[src/rtl/avalon_clint.sv]
`timescale 1ns/1ps
// -----------------------------------------------------------------------------
// avalon_clint -- core-local interruptor on the Avalon-MM data bus
//
// Holds the 64-bit machine timer (mtime), the timer compare (mtimecmp) and the
// software-interrupt bit (msip). Drives the core's timer and software interrupt
// inputs.
//
// Register map (address[15:0], word aligned only):
//   0x0000  msip          bit 0 r/w, bits 31:1 read 0
//   0x4000  mtimecmp[31:0]
//   0x4004  mtimecmp[63:32]
//   0xBFF8  mtime[31:0]
//   0xBFFC  mtime[63:32]
// Anything else reads 0 and ignores writes.
//
// Ports:
//   clk                 single clock
//   rst                 asynchronous reset, active low
//   clint_avalon_req    Avalon-MM request (read, write, address, writedata,
//                       byte_enable)
//   clint_avalon_resp   Avalon-MM response (readdata registered, 1-cycle read
//                       latency; waitrequest tied 0)
//   software_interrupt  msip[0]
//   timer_interrupt     registered (mtime >= mtimecmp)
//
// Parameter PRESCALE (1..65535): clocks per mtime increment, only effective
// when the macro CLINT_PRESCALE_EN is defined. Without the macro mtime counts
// every clock and no prescaler counter exists.
// -----------------------------------------------------------------------------
package avalon_clint_pkg;
   typedef struct packed {
      logic        read;
      logic        write;
      logic [31:0] address;
      logic [31:0] writedata;
      logic [3:0]  byte_enable;
   } avalon_req_t;

   typedef struct packed {
      logic [31:0] readdata;
      logic        waitrequest;
   } avalon_resp_t;
endpackage

module avalon_clint
   import avalon_clint_pkg::*;
#(
   parameter int unsigned PRESCALE = 1
) (
   input  logic         clk,
   input  logic         rst,
   input  avalon_req_t  clint_avalon_req,
   output avalon_resp_t clint_avalon_resp,
   output logic         software_interrupt,
   output logic         timer_interrupt
);

   if ((PRESCALE == 0) || (PRESCALE > 65535)) begin : g_prescale_range
      $error("avalon_clint: PRESCALE must be in 1..65535");
   end

   localparam logic [15:0] OFF_MSIP     = 16'h0000;
   localparam logic [15:0] OFF_CMP_LO   = 16'h4000;
   localparam logic [15:0] OFF_CMP_HI   = 16'h4004;
   localparam logic [15:0] OFF_MTIME_LO = 16'hBFF8;
   localparam logic [15:0] OFF_MTIME_HI = 16'hBFFC;

   logic [63:0] mtime_q, mtime_d;
   logic [63:0] mtimecmp_q, mtimecmp_d;
   logic        msip_q, msip_d;
   logic [31:0] rdata_q, rdata_d;
   logic        tirq_q, tirq_d;
   logic        tick;

   logic [15:0] offset;
   logic [31:0] wdata;
   logic [3:0]  be;
   logic        wr_en;
   logic        wr_mtime;
   logic [31:0] rd_mux;

   // The fabric has already selected this block, so the upper address half
   // carries no information here.
   logic unused_addr_hi;
   assign unused_addr_hi = ^clint_avalon_req.address[31:16];

   assign offset = clint_avalon_req.address[15:0];
   assign wdata  = clint_avalon_req.writedata;
   assign be     = clint_avalon_req.byte_enable;
   assign wr_en  = clint_avalon_req.write;

   function automatic logic [31:0] merge_bytes(input logic [31:0] old_v,
                                               input logic [31:0] new_v,
                                               input logic [3:0]  lanes);
      logic [31:0] res;
      res = old_v;
      for (int i = 0; i < 4; i++) begin
         if (lanes[i]) res[8*i +: 8] = new_v[8*i +: 8];
      end
      return res;
   endfunction

`ifdef CLINT_PRESCALE_EN
   localparam logic [15:0] PRESCALE_LAST = 16'(PRESCALE - 1);

   logic [15:0] presc_q, presc_d;

   always_comb begin
      tick    = (presc_q == PRESCALE_LAST);
      presc_d = tick ? 16'd0 : presc_q + 16'd1;
   end

   always_ff @(posedge clk or negedge rst) begin
      if (!rst) presc_q <= 16'd0;
      else      presc_q <= presc_d;
   end
`else
   assign tick = 1'b1;
`endif

   always_comb begin
      rd_mux = 32'd0;
      case (offset)
         OFF_MSIP:     rd_mux = {31'd0, msip_q};
         OFF_CMP_LO:   rd_mux = mtimecmp_q[31:0];
         OFF_CMP_HI:   rd_mux = mtimecmp_q[63:32];
         OFF_MTIME_LO: rd_mux = mtime_q[31:0];
         OFF_MTIME_HI: rd_mux = mtime_q[63:32];
         default:      rd_mux = 32'd0;
      endcase
   end

   assign wr_mtime = wr_en && ((offset == OFF_MTIME_LO) || (offset == OFF_MTIME_HI));

   always_comb begin
      mtime_d    = mtime_q;
      mtimecmp_d = mtimecmp_q;
      msip_d     = msip_q;
      rdata_d    = rdata_q;
      // Compare uses the state before this edge, so the flag trails the
      // register state by one cycle.
      tirq_d     = (mtime_q >= mtimecmp_q);

      // Read data comes from pre-write values, which also covers read+write.
      if (clint_avalon_req.read) rdata_d = rd_mux;

      if (wr_en) begin
         case (offset)
            OFF_MSIP:     if (be[0]) msip_d = wdata[0];
            OFF_CMP_LO:   mtimecmp_d[31:0]  = merge_bytes(mtimecmp_q[31:0],  wdata, be);
            OFF_CMP_HI:   mtimecmp_d[63:32] = merge_bytes(mtimecmp_q[63:32], wdata, be);
            OFF_MTIME_LO: mtime_d[31:0]     = merge_bytes(mtime_q[31:0],     wdata, be);
            OFF_MTIME_HI: mtime_d[63:32]    = merge_bytes(mtime_q[63:32],    wdata, be);
            default:      ;
         endcase
      end

      // A software write to either half suppresses the whole increment.
      if (tick && !wr_mtime) mtime_d = mtime_q + 64'd1;
   end

   always_ff @(posedge clk or negedge rst) begin
      if (!rst) begin
         mtime_q    <= 64'd0;
         mtimecmp_q <= '1;
         msip_q     <= 1'b0;
         rdata_q    <= 32'd0;
         tirq_q     <= 1'b0;
      end else begin
         mtime_q    <= mtime_d;
         mtimecmp_q <= mtimecmp_d;
         msip_q     <= msip_d;
         rdata_q    <= rdata_d;
         tirq_q     <= tirq_d;
      end
   end

   always_comb begin
      clint_avalon_resp.readdata    = rdata_q;
      clint_avalon_resp.waitrequest = 1'b0;
   end

   assign software_interrupt = msip_q;
   assign timer_interrupt    = tirq_q;

endmodule

[config.mk]
export PLATFORM = sky130hd
export DESIGN_NAME = avalon_clint
export DESIGN_NICKNAME = d
export VERILOG_FILES = /design/src/rtl/avalon_clint.sv
export SDC_FILE = /design/constraint.sdc
export NUM_CORES = 1
export LEC_CHECK = 0
export CAP_MARGIN = 20
export CELL_PAD_IN_SITES_DETAIL_PLACEMENT = 1
export CELL_PAD_IN_SITES_GLOBAL_PLACEMENT = 1
export CORE_ASPECT_RATIO = 1.2
export CORE_MARGIN = 5
export CORE_UTILIZATION = 40
export CTS_CLUSTER_SIZE = 20
export DETAILED_ROUTE_END_ITERATION = 10
export GPL_ROUTABILITY_DRIVEN = 0
export HOLD_SLACK_MARGIN = 0.12
export PLACE_DENSITY_LB_ADDON = 0.25
export SLEW_MARGIN = 20
export SYNTH_ARGS = -nofsm -noshare
export SYNTH_HDL_FRONTEND = slang
export SYNTH_SLANG_ARGS = --single-unit
export TNS_END_PERCENT = 30
[constraint.sdc]
create_clock -name clk -period 2.2 [get_ports clk]
set_input_delay 0.44 -clock clk [delete_from_list [all_inputs] [get_ports clk]]
set_output_delay 0.44 -clock clk [all_outputs]
set_load 0.05 [all_outputs]
Word level (Yosys, flattened, before mapping)
Index checks and enable logic that the tools add are counted.

Register bits: 162. Bits of input ports: 72. Output and inout port bits: 35. Logic and storage cells: 61.

Add/subtract/negate cells: 1. Magnitude comparators: 1. Equal/unequal tests: 11. Multiplexer cells: 9. Reduce and logical (&&, ||, !) cells: 20.

Operator list (count): 32-bit case mux with 5 select lines (1); 64-bit 2-to-1 mux (2); 64-bit by 1-bit adder with 64-bit output (second input constant) (1); 64-bit greater-or-equal comparator (1); 32-bit 2-to-1 mux (2); 3-bit AND reduction (17); 16-bit by 15-bit equality test with 1-bit output (second input constant) (2); 16-bit equality test (second input constant) (2); 8-bit 2-to-1 mux (4); 16-bit logical NOT (1); 2-bit != test (second input constant) (5); 2-bit by 1-bit != test with 1-bit output (second input constant) (2); 1-bit logical AND (1); 1-bit logical OR (1).

Depth between registers and ports, before layout
Depth in word-level cells: 5. Depth in mapped cells: 9. Depth with buffers taken out: 8.

Least setup slack after synthesis
No wires, ideal clock.

Path kind: input to register. From: in clint_avalon_req[36] in the netlist's numbering. To: reg mtime_q[12]. Setup time: 0.118 ns. Arrival time: 2.092 ns. Required time: 2.082 ns. Slack: -0.010 ns. Stages on the path: 8. Cells stage by stage: nand4bb_1 > or4_1 > buf_2 > or3_1 > buf_2 > nand2_1 > mux2i_1 > a21o_1.

Word-level cells in the longest chain between the ends: 5. Elaborated cells between the ends (all ways): 9. Those cells by class: eq/ne: 5; mux: 1; reduce/logical: 3.

RTL lines: start, declared (line 53) `input avalon_req_t clint_avalon_req,`; 16-bit equality test (on tied branches) (line 134, 149); 1-bit logical OR (line 134) `assign wr_mtime = wr_en && ((offset == OFF_MTIME_LO) || (offset == OFF_MTIME_HI));`; 1-bit logical AND (line 134); 2-bit != test (no source line) or 2-bit by 1-bit != test with 1-bit output (tied branches); 3-bit AND reduction (no source line); end signal, assigned (line 171) `mtime_q <= mtime_d;`; end, declared (line 69) `logic [63:0] mtime_q, mtime_d;`.

Parallel ways exist; a longest one is shown, timed or not. A chain may end at the register's enable or synchronous reset.

Worst setup path after layout
From: reg mtime_q[34]. To: reg mtime_q[50].

Word-level cells in the longest chain between the ends: 2.

RTL lines: 64-bit by 1-bit adder with 64-bit output (line 160) `if (tick && !wr_mtime) mtime_d = mtime_q + 64'd1;`; 64-bit 2-to-1 mux (line 160).

Every way passes these cells.

==> reports/results.ini <==
[outcome]
status = finished, violations left
violations = negative setup slack

[final_layout]
fin_util_pct = 57.21
final_area_um2 = 14980
area_growth_pct = 42.11
layout-drive-gt1-share_pct = 35.64
fin_cells = 1840
layout.nets = 1628

[drt]
ant_nets = 0
drt-pass1-iter-count = 5
drtIter0Drc = 793
drc = 0
wl_mm = 43.99
viasPerCell = 5.965
vias = 10980
wl_per_cell_um = 23.91

[timing]
fmax_ghz = 0.4469
tightest_slew_ns = 0.5228
skew_ns = 0.01164
relSlewSlack_pct = 65.04
hold_violations = 0
rsz0062_at_grt = yes
tns_ns = -0.09449
setup_viol = 4
finalWorstSetupSlack_ns = -0.03777
min_period_ns = 2.238
min_period_over_period_pct = 101.7
slew_viol_final = 0
hold_slack_ns = 0.4901

[setup_path]
crit_path_end_kind = register
crit_path_frequent_cell = nand4_1
crit_path_top_delay_cell = nor3_1
r2r_start = mtime_q[34]
path_class = reg2reg
critPathBufInv = 0
reg2reg_slack_ns = -0.04
worst-path-max-fanout = 5
cp.arrival_ns = 2.60
required_ns = 2.57
slowest_delay_ns = 0.50
path_cells = and3_2 > nand4_1 > nor3_1 > nand4_1 > a211o_1 > a21oi_1
startpoint_type = register
reg2regPathDepth = 6
timing.rr.end = mtime_q[50]
cp_top_family = simple AND/OR/NAND/NOR gates

[global_routing]
grt_start_max_net_pins = 43
grt_pass1_wl_mm = 66.94
first_global_vias = 12020
grt_use_total_pct = 29.11
antenna_found_initial = 2
gr-total-overflow = 0

[placement]
portBuffers = 89
dp_cells = 1788
place_hpwl_mm = 31.65
pre_cts_slack_ns = -0.6507
dpl-instance-area_um2 = 13660

[floorplan]
fp.dieH_um = 187.8
start_util_pct = 40.25
coreArea_um2 = 26190
dieArea_um2 = 29710
num_io_pins = 107
die_w_um = 158.2
num_rows = 65

[cts]
htreeDepth = 4
clk_latency_ns = 0.45
clockBufferDepth = 2
cts-root-buf = clkbuf_16
cts_buffers = 17
cts_tree = built
path_clk_slew_ns = 0.07
clkSinkCount = 162

[yosys]
yosysTopAreaCellShare_pct = 23.26
ys_seq_area_share_pct = 39.22
yosysUniqueCellTypes = 66
synth_edf_count = 0
synth_area_leader_cell = dfrtp_1
synth_nets = 1301
avgSynthCellArea_um2 = 9.056
synthArstFlopShare_pct = 100.0
synth.cell_area_um2 = 10540
yosysMostFrequentCell = a21oi_1
synth_area_leaders = dfrtp_1, dfstp_2, ha_1
syn_inst = 1164
yosys_warnings = 0
ys_seq_elements = 162
synthTopCellsByCount = a21oi_1, nor2_1, dfrtp_1
synthFlopType = dfrtp_1

[power_and_ir_drop]
finalPower_mw = 7.329
peakVddDrop_uv = 472.3
cellPowerDensity_nw_per_um2 = 489.3
leakage_nw = 6.422

[job]
drv_cap = 0

[hold_path]
hold_end = rdata_q[0]
holdPathStages = 1
min_from = rdata_q[0]
hp-class = reg2reg

-- power breakdown --
group          leakage [nW]  internal [mW]  total, mW  switching, mW
Sequential             1.87           3.04       3.11         0.0655
Combinational          4.26          0.382      0.905          0.523
Clock                 0.301           1.96       3.32           1.36
-- cell usage in the layout (no fill, tap or decap), types with 17 or more instances in the layout --
cell type        count
buf_4              244
a21oi_1            118
nor2_1             102
dfrtp_1             88
inv_1               73
clkdlybuf4s50_1     72
nand2_1             71
mux2_2              64
dfstp_2             64
ha_1                59
o21ai_0             52
nand3_1             42
mux2i_1             39
nor2b_1             37
nand4_1             30
nor3_1              26
clkbuf_16           17
-- state kept, by name, indices dropped and copies added (netlist names) --
name	cells
mtime_q	64
mtimecmp_q	64
rdata_q	32
software_interrupt	1
timer_interrupt	1
-- cells by family after synthesis --
| family | Yosys count | synth area share, % |
|---|---|---|
| AOI/OAI and AO/OA | 294 | 17.19 |
| xor gates and xnor gates | 2 | 0.1662 |
| adders and majority gates | 65 | 7.715 |
| buffers and inverters | 124 | 4.677 |
| DFF | 162 | 39.22 |
| muxes | 103 | 10.54 |
| other | 1 | 0.03557 |
| and+or+nand+nor | 413 | 20.46 |
-- final cells by class --
class	instances	area [um2]
multi-input combinational	878	6416
clock inverter	13	182.7
fill	3021	11210
tap	335	419.2
inverter	75	281.5
sequential	162	4146
clock buffer	19	452.9
timing repair buffer	357	3079
antenna	1	2.502
-- timing repair --
item	4_1_cts	5_1_grt
resized for setup	84	61
endpoints found under the setup margin	151	125
hold buffers	1	0
hold endpoints to repair	27	0
setup buffers	3	18
pin swaps	23	32
gates cloned	1	0
-- worst reg2reg max path, delay by kind of cell (launching register included) --
kind | cells | cell delay [ns]
simple gates | 4 | 1.30
compound gates | 2 | 0.46
flops | 1 | 0.41
-- routing by layer --
metal,wire (um),share of wire (%),track usage (%)
met5,13,0.030,0
met4,2259,5.1,14.97
met3,2064,4.7,4.940
met2,22280,51,50.21
met1,17370,39,34.30
-- worst max path at each step --
stage | from | to | slack (ns) | cells after the start
detailed placement | clint_avalon_req[36] | mtime_q[13] | -0.65 | 7
floorplan | clint_avalon_req[37] | mtime_q[10] | 0.01 | 6
global route | mtime_q[34] | mtime_q[50] | -0.07 | 6
CTS | mtime_q[1] | mtime_q[48] | -0.04 | 8
finish | mtime_q[34] | mtime_q[50] | -0.04 | 6
global placement | clint_avalon_req[36] | mtime_q[12] | -0.56 | 8
Power figures use the tool's default switching activity.
